## config.mk

```make
export PLATFORM = sky130hd
export DESIGN_NAME = multicycle_ctrl
export DESIGN_NICKNAME = d
export VERILOG_FILES = /design/src/rtl/multicycle_ctrl.sv
export SDC_FILE = /design/constraint.sdc
export NUM_CORES = 1
export LEC_CHECK = 0
export BUFFER_PORTS_ARGS = -buffer_cell sky130_fd_sc_hd__buf_2
export CAP_MARGIN = 40
export CORE_MARGIN = 4
export CORE_UTILIZATION = 41
export DETAILED_ROUTE_END_ITERATION = 8
export PLACE_DENSITY = 0.8
export REMOVE_ABC_BUFFERS = 1
export SYNTH_ARGS = -nofsm -noshare
export SYNTH_HDL_FRONTEND = slang
export SYNTH_SLANG_ARGS = --single-unit
```

## constraint.sdc

```tcl
create_clock -name clk -period 1.6 [get_ports clk]
set_clock_uncertainty 0.15 [all_clocks]
set_input_delay 0.08 -clock clk [delete_from_list [all_inputs] [get_ports clk]]
set_output_delay 0.08 -clock clk [all_outputs]
set_load 0.01 [all_outputs]
```

## src/rtl/multicycle_ctrl.sv

```systemverilog
// multicycle_ctrl: Moore control FSM for a multicycle MIPS-style datapath.
// Outputs are decoded from the current state. pc_en and ir_write in FETCH
// also depend on mem_ready, and pc_en in BRANCH depends on zero.
// Optional retired-instruction counter: define MC_RETIRE_CNT_EN to build it.
// Without that macro, instr_count is tied to zero and has no flops.
module multicycle_ctrl #(
    parameter int unsigned CNT_WIDTH = 32
) (
    input  logic                 clk,
    input  logic                 rst,
    input  logic [5:0]           opcode,
    input  logic                 zero,
    input  logic                 mem_ready,
    output logic                 pc_en,
    output logic                 i_or_d,
    output logic                 mem_read,
    output logic                 mem_write,
    output logic                 ir_write,
    output logic                 reg_dst,
    output logic                 mem_to_reg,
    output logic                 reg_write,
    output logic                 alu_src_a,
    output logic [1:0]           alu_src_b,
    output logic [1:0]           alu_op,
    output logic [1:0]           pc_source,
    output logic [3:0]           state,
    output logic                 illegal_op,
    output logic [CNT_WIDTH-1:0] instr_count
);

    typedef enum logic [3:0] {
        S_FETCH    = 4'd0,
        S_DECODE   = 4'd1,
        S_MEM_ADDR = 4'd2,
        S_MEM_RD   = 4'd3,
        S_MEM_WB   = 4'd4,
        S_MEM_WR   = 4'd5,
        S_R_EXE    = 4'd6,
        S_R_WB     = 4'd7,
        S_BRANCH   = 4'd8,
        S_JUMP     = 4'd9,
        S_ADDI_EXE = 4'd10,
        S_ADDI_WB  = 4'd11
    } state_t;

    localparam logic [5:0] OP_RTYPE = 6'b000000;
    localparam logic [5:0] OP_LW    = 6'b100011;
    localparam logic [5:0] OP_SW    = 6'b101011;
    localparam logic [5:0] OP_BEQ   = 6'b000100;
    localparam logic [5:0] OP_J     = 6'b000010;
    localparam logic [5:0] OP_ADDI  = 6'b001000;

    state_t r_state;
    state_t w_next;

    // State register; reset wins over every transition, including waits.
    always_ff @(posedge clk) begin
        if (rst) begin
            r_state <= S_FETCH;
        end else begin
            r_state <= w_next;
        end
    end

    // Next-state and output decode; every output is forced low during reset.
    always_comb begin
        w_next     = S_FETCH;
        pc_en      = 1'b0;
        i_or_d     = 1'b0;
        mem_read   = 1'b0;
        mem_write  = 1'b0;
        ir_write   = 1'b0;
        reg_dst    = 1'b0;
        mem_to_reg = 1'b0;
        reg_write  = 1'b0;
        alu_src_a  = 1'b0;
        alu_src_b  = 2'b00;
        alu_op     = 2'b00;
        pc_source  = 2'b00;
        illegal_op = 1'b0;

        case (r_state)
            S_FETCH: begin
                mem_read  = 1'b1;
                alu_src_b = 2'b01;
                ir_write  = mem_ready;
                pc_en     = mem_ready;
                w_next    = mem_ready ? S_DECODE : S_FETCH;
            end
            S_DECODE: begin
                alu_src_b = 2'b11;
                case (opcode)
                    OP_RTYPE:      w_next = S_R_EXE;
                    OP_LW, OP_SW:  w_next = S_MEM_ADDR;
                    OP_BEQ:        w_next = S_BRANCH;
                    OP_J:          w_next = S_JUMP;
                    OP_ADDI:       w_next = S_ADDI_EXE;
                    default: begin
                        w_next     = S_FETCH;
                        illegal_op = 1'b1;
                    end
                endcase
            end
            S_MEM_ADDR: begin
                alu_src_a = 1'b1;
                alu_src_b = 2'b10;
                w_next    = (opcode == OP_LW) ? S_MEM_RD : S_MEM_WR;
            end
            S_MEM_RD: begin
                mem_read = 1'b1;
                i_or_d   = 1'b1;
                w_next   = mem_ready ? S_MEM_WB : S_MEM_RD;
            end
            S_MEM_WB: begin
                reg_write  = 1'b1;
                mem_to_reg = 1'b1;
                w_next     = S_FETCH;
            end
            S_MEM_WR: begin
                mem_write = 1'b1;
                i_or_d    = 1'b1;
                w_next    = mem_ready ? S_FETCH : S_MEM_WR;
            end
            S_R_EXE: begin
                alu_src_a = 1'b1;
                alu_op    = 2'b10;
                w_next    = S_R_WB;
            end
            S_R_WB: begin
                reg_write = 1'b1;
                reg_dst   = 1'b1;
                w_next    = S_FETCH;
            end
            S_BRANCH: begin
                alu_src_a = 1'b1;
                alu_op    = 2'b01;
                pc_source = 2'b01;
                pc_en     = zero;
                w_next    = S_FETCH;
            end
            S_JUMP: begin
                pc_source = 2'b10;
                pc_en     = 1'b1;
                w_next    = S_FETCH;
            end
            S_ADDI_EXE: begin
                alu_src_a = 1'b1;
                alu_src_b = 2'b10;
                w_next    = S_ADDI_WB;
            end
            S_ADDI_WB: begin
                reg_write = 1'b1;
                w_next    = S_FETCH;
            end
            default: begin
                w_next = S_FETCH;
            end
        endcase

        if (rst) begin
            pc_en      = 1'b0;
            i_or_d     = 1'b0;
            mem_read   = 1'b0;
            mem_write  = 1'b0;
            ir_write   = 1'b0;
            reg_dst    = 1'b0;
            mem_to_reg = 1'b0;
            reg_write  = 1'b0;
            alu_src_a  = 1'b0;
            alu_src_b  = 2'b00;
            alu_op     = 2'b00;
            pc_source  = 2'b00;
            illegal_op = 1'b0;
        end
    end

    assign state = rst ? 4'd0 : r_state;

`ifdef MC_RETIRE_CNT_EN
    logic                 w_retire;
    logic [CNT_WIDTH-1:0] r_instr_count;

    assign w_retire = (r_state == S_MEM_WB) ||
                      ((r_state == S_MEM_WR) && mem_ready) ||
                      (r_state == S_R_WB) ||
                      (r_state == S_BRANCH) ||
                      (r_state == S_JUMP) ||
                      (r_state == S_ADDI_WB);

    // Retired-instruction counter; wraps naturally at full scale.
    always_ff @(posedge clk) begin
        if (rst) begin
            r_instr_count <= '0;
        end else if (w_retire) begin
            r_instr_count <= r_instr_count + 1'b1;
        end
    end

    assign instr_count = r_instr_count;
`else
    assign instr_count = '0;
`endif

endmodule
```

# Yosys cells after proc, flatten, opt, wreduce, memory -nomap -nowiden
# Cells that the tools add are included.
[word_totals] elab_cells=60 ff_bits=4
[op_classes] mux=34 n_eq_ne=16 n_reduce_logical=9
[ops] op="4-bit case mux with 7 select lines" n=1
[ops] op="1-bit 2-to-1 mux" n=21
[ops] op="4-bit case mux with 5 select lines" n=1
[ops] op="4-bit by 3-bit == test with 1-bit output (second input constant)" n=4
[ops] op="4-bit == test (second input constant)" n=4
[ops] op="6-bit == test (second input constant)" n=2
[ops] op="3-bit 2-to-1 mux" n=3
[ops] op="4-bit by 2-bit == test with 1-bit output (second input constant)" n=2
[ops] op="2-bit case mux with 2 select lines" n=2
[ops] op="2-bit OR reduction" n=4
[ops] op="6-bit by 2-bit == test with 1-bit output (second input constant)" n=1
[ops] op="6-bit by 3-bit == test with 1-bit output (second input constant)" n=1
[ops] op="6-bit by 4-bit == test with 1-bit output (second input constant)" n=1
[ops] op="6-bit logical NOT" n=1
[ops] op="2-bit 2-to-1 mux" n=3
[ops] op="2-bit case mux with 3 select lines" n=1
[ops] op="6-bit OR reduction" n=1
[ops] op="4-bit by 1-bit == test with 1-bit output (second input constant)" n=1
[ops] op="4-bit logical NOT" n=1
[ops] op="4-bit 2-to-1 mux" n=1
[ops] op="4-bit OR reduction" n=1
[ops] op="1-bit case mux with 3 select lines" n=1
[ops] op="3-bit OR reduction" n=1

# Longest topological paths before layout
[logic_depth] depth_word=5 depth_mapped=6

# Least setup slack after synthesis
# Ideal clock, no wire load.
[synth_path] kind="register to output" start="register r_state[3]" end="output pc_en" stages_incl_launch_ff=5 required_ns=1.370 setup_slack_ns=0.054 path_buffers=2 t_arrival_ns=1.316 path_cell_list="dfxtp_1 -> buf_2 -> buf_4 -> o21ai_0 -> a2111oi_0"
[synth_via] elab_chain_len=3 elab_cells_between_ends=5 cone_classes="2 x eq/ne; 2 x mux; 1 x reduce/logical"
[synth_rtl] element="start: declaration" line="53" source="state_t r_state;"
[synth_rtl] element="start signal: assignment" line="61" source="r_state <= w_next;"
[synth_rtl] element="4-bit == test / 4-bit logical NOT (equally long branches)" line="82" source="case (r_state)"
[synth_rtl] element="1-bit case mux with 3 select lines (*)" line="82"
[synth_rtl] element="1-bit 2-to-1 mux (*)" line="160" source="if (rst) begin"
[synth_rtl] element="end: declaration" line="14" source="output logic pc_en,"
# Mark *: on every way between the ends. The rest lies on a longest branch, timed or not.

# Final worst setup path
[layout_path] start="register r_state[2]" end="output ir_write"
[layout_via] elab_chain_len=3
[layout_rtl] element="4-bit logical NOT" line="82"
[layout_rtl] element="1-bit 2-to-1 mux" line="82"
[layout_rtl] element="1-bit 2-to-1 mux" line="160"
[layout_rtl] element="end: declaration" line="18" source="output logic ir_write,"
# Every way passes these cells.

==> PnR_summary.wiki <==
{| class="wikitable"
! Metric !! Value
|-
| Number of antenna violations at the first check in global routing || 0
|-
| Required time of the critical path || 1.37 ns
|-
| Leakage component of the power || 0.0005594 uW
|-
| Final routed wirelength across all metal layers || 2429 um
|-
| CTS sink count || 4
|-
| Share of async-settable or async-resettable flops after synthesis || 0%
|-
| Count of unresolved DRC violations after routing || 0
|-
| Number of distinct library cell variants in the gate-level netlist after synthesis || 36
|-
| Gpl congestion || 0.8184
|-
| Dominant combinational cell family by area after synthesis || simple AND/OR/NAND/NOR gates
|-
| Synthesized-area fraction occupied by xor and xnor cells || 3.009%
|-
| Number of nets in the final layout || 173
|-
| Share of Yosys cell area claimed by the top area cell type || 28.37%
|-
| Total inserted antenna cells || 0
|-
| Power density cells || 353.9 mW/mm^2
|-
| Number of setup violations in the final report || 3
|-
| Mux share of post-synthesis cell area || 0%
|-
| Synth Area in Simple Gates || 37.68%
|-
| Per-cell routed wire length || 12.92 um
|-
| Die Y || 54.15 um
|-
| Placeable core area || 0.002002 mm^2
|-
| Start-to-end type of the worst setup path || register to primary output
|-
| Final critical delay including setup and external delays || 1.668 ns
|-
| Starting density of the core || 43.63%
|-
| Setup repair after global routing missed its margin || true
|-
| Post-synth top area cell || sky130_fd_sc_hd__buf_4
|-
| Register bank with the most flops || r_state
|-
| Max clock buf depth || 2
|-
| Sequential element share of the synthesized area || 9.169%
|-
| Setup crit end kind || primary output
|-
| Leading cell types in the layout, fill and taps excluded || sky130_fd_sc_hd__conb_1, sky130_fd_sc_hd__buf_2, sky130_fd_sc_hd__nor2_1, sky130_fd_sc_hd__buf_4, sky130_fd_sc_hd__nor3_1
|-
| Max reg flops || 4
|-
| Mean post-synth cell area || 6.823 um^2
|-
| Critical R2R Launch || r_state[3]$_SDFF_PP0_
|-
| Worst R2R Path Depth || 6
|-
| Post-CTS Hold Buffers || 0
|-
| Compound-Gate Fraction of Synth Area || 15.33%
|-
| Maximum frequency from static timing analysis || 599.5 MHz
|-
| Synthesis-to-layout area growth || 28.80%
|-
| Maximum number of pins on one net before global-route repair || 15
|-
| Clock latency on the worst-skew pair || 0.24 ns
|-
| Regs by FF count || r_state: 4 flops
|-
| Count of mapped cells out of synthesis || 128
|-
| Outcome || complete, but fails checks
|-
| Non-filler cells in the finished layout || 188
|-
| Clock Tree Root || sky130_fd_sc_hd__clkbuf_4
|-
| CP startpoint || r_state[2]$_SDFF_PP0_
|-
| Most common cell after layout, fill and taps aside || sky130_fd_sc_hd__conb_1
|-
| Ranking of synthesized cells by area || sky130_fd_sc_hd__buf_4, sky130_fd_sc_hd__dfxtp_1, sky130_fd_sc_hd__nor2_1
|-
| First-pass iteration count of the detailed router || 4
|-
| Width of the die || 54.15 um
|-
| Count of antenna-violating nets left after detailed routing || 0
|-
| Share of cells above drive strength 1 || 43.48%
|-
| Setup WS post-layout || -0.06803 ns
|-
| Count of H-tree levels built during CTS || 1
|-
| Top fanout value on the critical path || 4
|-
| Total placed instance area || 924.6 um^2
|-
| Final Cycle Share || 104.3%
|-
| CP max stage delay || 0.41 ns
|-
| Area of the mapped netlist || 873.3 um^2
|-
| Number of rows created at floorplan || 16
|-
| Area of all placed cells without fillers || 0.001125 mm^2
|-
| Overall track demand over capacity in global routing || 16.55%
|-
| CTS tree || done
|-
| Total die area || 0.002932 mm^2
|-
| Primary flip-flop cell chosen by synthesis mapping || sky130_fd_sc_hd__dfxtp_1
|-
| Aggregate global routing overflow || 0
|-
| Global-route wire length before repair || 3519 um
|-
| Maxcap violations || 0
|-
| Number of flops mapped to enable cells by yosys || 0
|-
| Critical path launch point type || register
|-
| Smallest hold slack || 0.04406 ns
|-
| Detail-routed via count per cell || 4.995
|-
| Starting DRC count in detailed routing || 18
|-
| Synth warnings || 0
|-
| Worst-path cell with the longest stage delay || sky130_fd_sc_hd__or3_4
|-
| Adder-cell share of the synthesized area || 0%
|-
| Clock edge transition at the registers on the reported setup and hold paths || 0.04 ns
|-
| Reg-to-reg slack, setup || 0.10 ns
|-
| Count of vias placed by the detailed router || 939
|-
| Cell chain of the critical path || or3_4, nor4b_4, buf_2
|-
| R2R Path End || r_state[1]$_SDFF_PP0_
|-
| Ports || 62
|-
| Clock buffers created by TritonCTS || 3
|-
| Flip-flop and latch count after synthesis || 4
|-
| PortBufs || 29
|-
| Via count of the first global-routing pass || 797
|-
| Cell Count Post-Placement || 179
|-
| Max-slew violations || 0
|-
| Arrival time worst endpoint || 1.44 ns
|-
| End point of the critical path || ir_write
|-
| Failing checks || setup timing
|-
| Post-DP HPWL || 1663 um
|-
| Peak supply drop || 0.0002948 V
|-
| Tightest Hold Check Type || input pin to register
|-
| Final hold viol count || 0
|}
cell type report:
class / instances / area, um^2
Fill cell: 216 / 877.1
Multi-Input combinational cell: 111 / 709.4
Timing Repair Buffer: 42 / 265.3
Sequential cell: 4 / 90.09
Tap cell: 27 / 33.78
Clock buffer: 3 / 22.52
Inverter: 1 / 3.754
cells by family (layout without fill, tap and decap cells):
kind of cell / count (synthesis) / count (layout)
buffers and inverters: 44 / 46
AND/OR/NAND/NOR: 56 / 56
other: 1 / 32
AO/OA/AOI/OAI: 20 / 20
XOR/XNOR: 3 / 3
flip-flops: 4 / 4
per-stage QoR:
stage	power (uW)	setup TNS [ns]	worst slack, ns	util (%)
floorplan	191.1	-0.1746	-0.1198	-
global placement	241.5	0	0.1293	46.19
detailed placement	245.5	0	0.02570	46.19
CTS	389.3	-0.09768	-0.06303	52.25
global route	426.7	-0.4886	-0.1057	56.19
finish	398.1	-0.1351	-0.06803	56.19
how the worst min path moves through the flow:
stage / startpoint / to / slack, ns / cells after the start
floorplan: rst / state[0] / 0.05 / 1
global placement: opcode[4] / r_state[1]$_SDFF_PP0_ / 0.30 / 4
detailed placement: opcode[4] / r_state[1]$_SDFF_PP0_ / 0.30 / 4
CTS: opcode[4] / r_state[1]$_SDFF_PP0_ / 0.04 / 4
global route: opcode[4] / r_state[1]$_SDFF_PP0_ / 0.07 / 4
finish: opcode[4] / r_state[1]$_SDFF_PP0_ / 0.04 / 4
what timing repair did:
item                                    4_1_cts  5_1_grt
setup buffers                                 6        0
gates resized for setup                      18       18
pin swaps                                     3        2
endpoints found under the setup margin       14       17
critical path: cells and delay by family (launching register included):
family,cells,cell delay [ns]
buffers and inverters,1,0.18
and+or+nand+nor,2,0.65
DFF,1,0.36
synth_stat cells, types with 2 or more instances:
library cell,n
sky130_fd_sc_hd__nor3_1,10
sky130_fd_sc_hd__nand2b_1,5
sky130_fd_sc_hd__a2111oi_0,2
sky130_fd_sc_hd__dfxtp_1,4
sky130_fd_sc_hd__a21oi_1,4
sky130_fd_sc_hd__nand2_1,6
sky130_fd_sc_hd__xor2_1,3
sky130_fd_sc_hd__buf_4,33
sky130_fd_sc_hd__nor2_1,15
sky130_fd_sc_hd__a31oi_1,3
sky130_fd_sc_hd__buf_2,8
sky130_fd_sc_hd__nor4b_1,2
sky130_fd_sc_hd__o21ai_0,5
sky130_fd_sc_hd__nor2b_1,6
power by group:
group          total, uW  switching, uW  internal [uW]
logic                164            108           56.2
registers            102           2.52           99.4
clock network        132           47.7           84.3
per-layer routing:
layer / part of all wire, % / global-route usage [%] / up-vias / routed length [um]
met4: 2.0 / 7.054 / 0 / 48
met5: 0 / 0 / - / 0
met3: 11 / 6.094 / 8 / 261
met1: 38 / 17.65 / 431 / 924
li1: - / - / 445 / -
met2: 49 / 28.88 / 55 / 1195
No activity file was read; power rests on OpenSTA's default activity.
